File: src/rtl/seg_scan_driver.sv
// Six-digit 7-segment scanner: one shared segment bus, one-hot digit selects, per-frame input snapshot.
// Optional SEG_SCAN_ACTIVE_LOW_EN inverts seg and dig_sel for common-anode displays.
module seg_scan_driver #(
    parameter int CLKS_PER_DIGIT = 1000,
    parameter int BLANK_CYCLES   = 16
) (
    input  logic       clock,
    input  logic       reset,
    input  logic       enable,
    input  logic [7:0] upper10,
    input  logic [7:0] upper01,
    input  logic [7:0] lower1000,
    input  logic [7:0] lower0100,
    input  logic [7:0] lower0010,
    input  logic [7:0] lower0001,
    input  logic       col,
    input  logic       point,
    input  logic       AVS,
    input  logic       DAY,
    input  logic       MAX,
    input  logic       TIM,
    output logic [7:0] seg,
    output logic [5:0] dig_sel,
    output logic [5:0] ann,
    output logic       frame_start,
    output logic       busy
);

`ifdef SEG_SCAN_ACTIVE_LOW_EN
    localparam logic POL = 1'b1;
`else
    localparam logic POL = 1'b0;
`endif

    localparam int CNT_MAX = (CLKS_PER_DIGIT > BLANK_CYCLES) ? CLKS_PER_DIGIT : BLANK_CYCLES;
    localparam int CW      = (CNT_MAX > 1) ? $clog2(CNT_MAX) : 1;
    localparam logic [CW-1:0] SHOW_LAST  = CW'(CLKS_PER_DIGIT - 1);
    localparam logic [CW-1:0] BLANK_LAST = CW'((BLANK_CYCLES > 0) ? BLANK_CYCLES - 1 : 0);
    localparam logic [7:0] SEG_OFF = {8{POL}};
    localparam logic [5:0] DIG_OFF = {6{POL}};

    typedef enum logic [1:0] {IDLE, BLANK, SHOW} state_t;
    // Each slot opens with BLANK unless the blank phase is configured away.
    localparam state_t SLOT_START = (BLANK_CYCLES == 0) ? SHOW : BLANK;

    logic [5:0][7:0] seg_bus;
    logic [5:0]      ann_in;
    assign seg_bus = {lower0001, lower0010, lower0100, lower1000, upper01, upper10};
    assign ann_in  = {TIM, MAX, DAY, AVS, point, col};

    state_t          state_reg, state_next;
    logic [2:0]      d_reg, d_next;
    logic [CW-1:0]   cnt_reg, cnt_next;
    logic [5:0][7:0] snap_reg, snap_next;
    logic [5:0]      ann_reg, ann_next;
    logic [7:0]      seg_reg, seg_next;
    logic [5:0]      dig_sel_reg, dig_sel_next;
    logic [5:0]      dig_hot;
    logic            fs_reg, busy_reg;
    logic            take_snap;

    always_comb begin
        state_next = state_reg;
        d_next     = d_reg;
        cnt_next   = cnt_reg;
        take_snap  = 1'b0;
        case (state_reg)
            IDLE: begin
                if (enable) begin
                    state_next = SLOT_START;
                    d_next     = 3'd0;
                    cnt_next   = '0;
                    take_snap  = 1'b1;
                end
            end
            BLANK: begin
                if (cnt_reg == BLANK_LAST) begin
                    state_next = SHOW;
                    cnt_next   = '0;
                end else begin
                    cnt_next = cnt_reg + 1'b1;
                end
            end
            SHOW: begin
                // Enable is only looked at here, so a lit digit always completes its slot.
                if (cnt_reg == SHOW_LAST) begin
                    cnt_next = '0;
                    if (!enable) begin
                        state_next = IDLE;
                        d_next     = 3'd0;
                    end else if (d_reg == 3'd5) begin
                        state_next = SLOT_START;
                        d_next     = 3'd0;
                        take_snap  = 1'b1;
                    end else begin
                        state_next = SLOT_START;
                        d_next     = d_reg + 3'd1;
                    end
                end else begin
                    cnt_next = cnt_reg + 1'b1;
                end
            end
            default: begin
                state_next = IDLE;
                d_next     = 3'd0;
                cnt_next   = '0;
            end
        endcase
    end

    assign snap_next = take_snap ? seg_bus : snap_reg;
    assign ann_next  = take_snap ? ann_in : ann_reg;

    // Outputs are computed from the state being entered so they can be registered without lag.
    for (genvar gi = 0; gi < 6; gi++) begin : g_dig
        assign dig_hot[gi] = (state_next == SHOW) && (d_next == 3'(gi));
    end

    assign seg_next     = ((state_next == SHOW) ? snap_next[d_next] : 8'h00) ^ SEG_OFF;
    assign dig_sel_next = dig_hot ^ DIG_OFF;

    always_ff @(posedge clock or negedge reset) begin
        if (!reset) begin
            state_reg   <= IDLE;
            d_reg       <= 3'd0;
            cnt_reg     <= '0;
            snap_reg    <= '0;
            ann_reg     <= '0;
            seg_reg     <= SEG_OFF;
            dig_sel_reg <= DIG_OFF;
            fs_reg      <= 1'b0;
            busy_reg    <= 1'b0;
        end else begin
            state_reg   <= state_next;
            d_reg       <= d_next;
            cnt_reg     <= cnt_next;
            snap_reg    <= snap_next;
            ann_reg     <= ann_next;
            seg_reg     <= seg_next;
            dig_sel_reg <= dig_sel_next;
            fs_reg      <= take_snap;
            busy_reg    <= (state_next != IDLE);
        end
    end

    assign seg         = seg_reg;
    assign dig_sel     = dig_sel_reg;
    assign ann         = ann_reg;
    assign frame_start = fs_reg;
    assign busy        = busy_reg;

endmodule

File: config.mk
export PLATFORM = sky130hd
export DESIGN_NAME = seg_scan_driver
export DESIGN_NICKNAME = d
export VERILOG_FILES = /design/src/rtl/seg_scan_driver.sv
export SDC_FILE = /design/constraint.sdc
export NUM_CORES = 1
export LEC_CHECK = 0
export CORE_ASPECT_RATIO = 1.25
export CORE_MARGIN = 10
export CORE_UTILIZATION = 51
export DETAILED_ROUTE_END_ITERATION = 8
export PLACE_DENSITY = 0.79
export RECOVER_POWER = 100
export SLEW_MARGIN = 10
export SYNTH_ARGS = -nofsm -noshare
export SYNTH_HDL_FRONTEND = slang
export SYNTH_SLANG_ARGS = --single-unit
File: constraint.sdc
create_clock -name clock -period 2.7 [get_ports clock]
set_clock_uncertainty 0.15 [all_clocks]
set_input_delay 0.27 -clock clock [delete_from_list [all_inputs] [get_ports clock]]
set_output_delay 0.27 -clock clock [all_outputs]
set_load 0.1 [all_outputs]
=== Word level (Yosys, flattened, before mapping) ===
Cells that the tools add are included.

* Register bits after elaboration: 85
* Output and inout bits: 22
* Logic and storage cells: 61

* Add/subtract/negate cells: 2
* Magnitude comparators: 1
* Eq/ne operators: 12
* Mux-type cells: 23
* Reduce and logical (&&, ||, !) cells: 9

{| class="wikitable"
|+ Operator list
! operator !! number
|-
| 48-bit 2-to-1 mux || 1
|-
| 10-bit 2-to-1 mux || 3
|-
| 10-bit case mux with 3 select lines || 1
|-
| 8-bit binary-select mux with 3-bit select || 1
|-
| 8-bit 2-to-1 mux || 2
|-
| 3-bit 2-to-1 mux || 4
|-
| 10-bit by 1-bit adder with 10-bit output (second input constant) || 1
|-
| 10-bit equality test (second input constant) || 1
|-
| 10-bit by 4-bit equality test with 1-bit output (second input constant) || 1
|-
| 3-bit equality test (second input constant) || 3
|-
| 3-bit case mux with 3 select lines || 1
|-
| 3-bit by 2-bit equality test with 1-bit output (second input constant) || 2
|-
| 1-bit logical AND || 6
|-
| 2-bit 2-to-1 mux || 3
|-
| 2-bit case mux with 3 select lines || 1
|-
| 1-bit 2-to-1 mux || 5
|-
| 2-bit equality test (second input constant) || 2
|-
| 3-bit by 4-bit less-than comparator with 1-bit output (second input constant) || 1
|-
| 3-bit by 1-bit adder with 3-bit output (second input constant) || 1
|-
| 3-bit by 1-bit equality test with 1-bit output (second input constant) || 1
|-
| 3-bit logical NOT || 1
|-
| 2-bit by 1-bit equality test with 1-bit output (second input constant) || 1
|-
| 2-bit logical NOT || 1
|-
| 2-bit != test (second input constant) || 1
|-
| other kinds (2) || 2
|}

=== Logic depth before layout (Yosys ltp) ===
* Depth in word-level cells: 9
* Depth in mapped cells: 12

=== Worst setup path after synthesis ===
Ideal clock, no wire load.

* Path kind: flip-flop to flip-flop
* Start point: register state_reg[0]
* End point: register seg_reg[6], in the netlist seg[6]
* Library setup time: 0.082 ns
* Arrival time: 2.209 ns
* Data required time: 2.468 ns
* Setup slack: 0.259 ns
* Stages on the path, launching flop included: 10
* Buffers on the path: 1
* Period minus slack after synthesis: 2.441 ns
* Cells stage by stage: dfrtp_1 > inv_1 > ha_1 > nor2b_1 > clkbuf_1 > o31a_1 > o21ai_0 > and3_1 > a2111o_1 > a31oi_1

* Word-level cells in the longest chain between the ends: 6

{| class="wikitable"
|+ Ends and longest elaborated chain
! element !! RTL line !! text
|-
| start, declared || 51 || <nowiki>state_t state_reg, state_next;</nowiki>
|-
| start signal, assigned || 134 || <nowiki>state_reg <= state_next;</nowiki>
|-
| 2-bit equality test / 2-bit logical NOT (equally long branches) || 67 || <nowiki>case (state_reg)</nowiki>
|-
| 1-bit case mux with 2 select lines || 67 ||
|-
| 48-bit 2-to-1 mux || 111 || <nowiki>assign snap_next = take_snap ? seg_bus : snap_reg;</nowiki>
|-
| 8-bit binary-select mux with 3-bit select || 119 || <nowiki>assign seg_next = ((state_next == SHOW) ? snap_next[d_next] : 8'h00) ^ SEG_OFF;</nowiki>
|-
| 8-bit 2-to-1 mux (implied by the code) || 119 ||
|-
| 8-bit 2-to-1 mux (*) || 119 ||
|-
| via seg_next[6] || 56 || <nowiki>logic [7:0] seg_reg, seg_next;</nowiki>
|-
| end signal, assigned || 139 || <nowiki>seg_reg <= seg_next;</nowiki>
|-
| end, declared || 56 ||
|}

The timed path passes the listed nets; every way through them passes the cells marked *. The select of a mux whose other input is x is not followed.
A chain may end at the register's enable or synchronous reset.

=== Worst setup path in the final report ===
* Start point: register cnt_reg[0]
* End point: register seg_reg[6], in the netlist seg[6]

* Word-level cells in the longest chain between the ends: 7

{| class="wikitable"
|+ Ends and longest elaborated chain
! element !! RTL line !! text
|-
| start, declared || 53 || <nowiki>logic [CW-1:0] cnt_reg, cnt_next;</nowiki>
|-
| start signal, assigned || 136 || <nowiki>cnt_reg <= cnt_next;</nowiki>
|-
| 10-bit equality test || 86 || <nowiki>if (cnt_reg == SHOW_LAST) begin</nowiki>
|-
| 1-bit 2-to-1 mux || 86 ||
|-
| 1-bit case mux with 2 select lines || 67 ||
|-
| 48-bit 2-to-1 mux || 111 ||
|-
| 8-bit binary-select mux with 3-bit select || 119 ||
|-
| 8-bit 2-to-1 mux (implied by the code) || 119 ||
|-
| 8-bit 2-to-1 mux (*) || 119 ||
|-
| via seg_next[6] || 56 ||
|}

Marked as above.

==> reports/metrics.cfg <==
[synthesis]
synth.distinct_cells=54
async_flop_share_pct=100
yosysMostFrequentCell=dfrtp_1
ys_warn_count=0
synth-seq-cells=85
yosysTopAreaCell=dfrtp_1
yosys-top-cells-count=dfrtp_1 (85), mux2_2 (46), nand2_1 (36), o21ai_0 (17), o22ai_1 (14)
synth-edff-count=0
yosysSeqAreaShare_pct=54.0
synth.avg_cell_area_sq_um=12.2
synth_area_leaders=dfrtp_1 (54%), mux2_2 (13%), nand2_1 (3.4%)
synth-main-ff-cell=dfrtp_1
synth_top_area_share_pct=54.0
synth_area_sq_mm=0.00394
synth_nets=386
syn_inst=324

[final_layout]
finalNonFillerCells=523
final_nets=489
largest_reg_flops=48
drive_above_1_share_pct=26.5
num_antenna_cells=0
area_growth_pct=29.6

[worst_setup_path]
arrival_ns=2.69
endpoint_kind=flop
worstSetupPathType=flop to flop
r2r_slack_ns=0.12
r2r_end=seg[6]
start_kind=flop
rr_startpoint=cnt_reg[0]
cp_max_fo=7
worstSetupStartpoint=cnt_reg[0]
cp.required_ns=2.82
rr_worst_depth=8

[grt]
grt_pass1_vias=2993
antenna_found_initial=0
grt_use_total_pct=16.5
grt_pass1_wl_microns=15800
gr-total-overflow=0
grt_max_degree=55

[route]
first_pass_iters=4
wl_met3_microns=442
post_drt_wl_per_cell_microns=19.4
vias=2925
top_layer=met4
drt_iter0_markers=73
via_per_inst=5.59
drc=0
wl_microns=10200
wl_met1_microns=4300
ant_nets=0
route.met2.wl_microns=5250

[sta]
setup_viol=0
hold_viol=0
relSlewSlack_pct=11.4
setup_tns_ns=0
fmax_mhz=388
min_period_ns=2.58
post-route-period-util_pct=95.5
worst_pin_slew_ns=1.33
drv_slew=0

[flow_run]
max_cap_violations=0

[placed_design]
place_inst=502
portBuffers=78
place_hpwl_microns=7390
gp_congestion=0.840

[clocking]
clk_transition_reported_paths_ns=0.08
cts_tree=built
htree_num_levels=3
root_buffer=clkbuf_8
clk_latency_ns=0.35
cts_buffers=9
cts_buffer_depth=2
clock_sinks=85

[floorplanning]
ios=79
fp-row-count=35
dieArea_sq_mm=0.0117
initial_core_util_pct=52.9
die_h_microns=118
core_sq_mm=0.00744
die_x_microns=98.6

[power]
p_per_area_mw_per_mm2=905
vdd_ir_drop_max_uv=539
power_leakage_nw=2.17

[min_path]
hp-class=input port to flop
hold_path_depth=3
min_from=point
min_to=ann[1]

[status]
status=completed

-- stage by stage --
| step | worst slack, ns | hold WS [ns] | cell area (sq um) | util, % | power [W] |
|---|---|---|---|---|---|
| final | 0.122 | 0.295 | 5100 | 68.6 | 0.00462 |
| after global placement | -0.0743 | 0.199 | 4890 | 65.7 | 0.00369 |
| after CTS | 0.0115 | 0.282 | 5100 | 68.6 | 0.00468 |
| after global routing | -0.000600 | 0.291 | 5100 | 68.6 | 0.00486 |
| after floorplan | 0.259 | -0.176 | 3940 | - | 0.00326 |
| after detailed placement | -0.127 | 0.201 | 4890 | 65.7 | 0.00379 |
-- kinds of logic after synthesis --
family | Yosys count | synth area share, %
flip-flops | 85 | 54.0
multiplexers | 58 | 17.1
adder cells (fa/ha/maj) | 5 | 1.59
AO/OA/AOI/OAI | 66 | 12.2
AND/OR/NAND/NOR | 90 | 12.2
buffers and inverters | 20 | 2.89
-- cells in the final DEF (no fill, tap or decap), drive strengths merged, types with 3 or more instances in the layout --
cell            n
mux2           55
ha              5
a21oi           3
nor4            3
o22a            8
nand2          37
dfrtp          85
clkbuf         33
clkdlybuf4s50  55
nand2b          4
o31ai           4
buf            25
clkinv          3
mux2i           3
nor2           15
nor3            5
o21ai          20
inv             7
and3            7
nand3           6
a22oi           7
o22ai          14
-- worst max-delay path, stage by stage, from the launching register on --
cell	delay (ns)
dfrtp_1	0.40
ha_1	0.22
nand2_1	0.14
o31a_4	0.44
o31ai_4	0.31
nand3_1	0.12
and3_1	0.18
a2111o_1	0.38
a31oi_1	0.16
-- layer usage --
layer  GRT usage [%]  vias to the layer above
met1            19.7                     1448
met4            4.67                        0
met3            4.55                       14
li1                -                     1385
met2            28.4                       78
met5               0                        -
-- worst max path at each step --
stage	to	slack, ns	cells past startpoint
after global routing	seg[2]	-0.0006	9
after global placement	seg[1]	-0.07	8
after detailed placement	seg[1]	-0.13	8
after CTS	seg[0]	0.01	9
after floorplan	seg[6]	0.26	9
final	seg[6]	0.12	8
-- where the power goes --
part           leakage (nW)  switching [W]  internal [W]
Sequential             1.06       0.000139       0.00171
Clock                0.0915       0.000467      0.000423
Combinational          1.02        0.00110      0.000785
-- final cells by class --
cell class                      count  area (sq um)
Fill cell                         554          2340
Clock inverter                      6          63.8
Clock buffer                        9           124
Sequential cell                    85          2130
Timing Repair Buffer              105           895
Inverter                            7          26.3
Tap cell                           92           115
Multi-Input combinational cell    219          1750
-- repair_timing --
item                                   CTS  global route
gates resized for setup                  1             8
hold buffers                             1             0
buffers inserted                         1             4
setup endpoints to repair                5             8
endpoints found under the hold margin   53             0
pin swaps                                1             3
(Power assumes the default switching activity.)
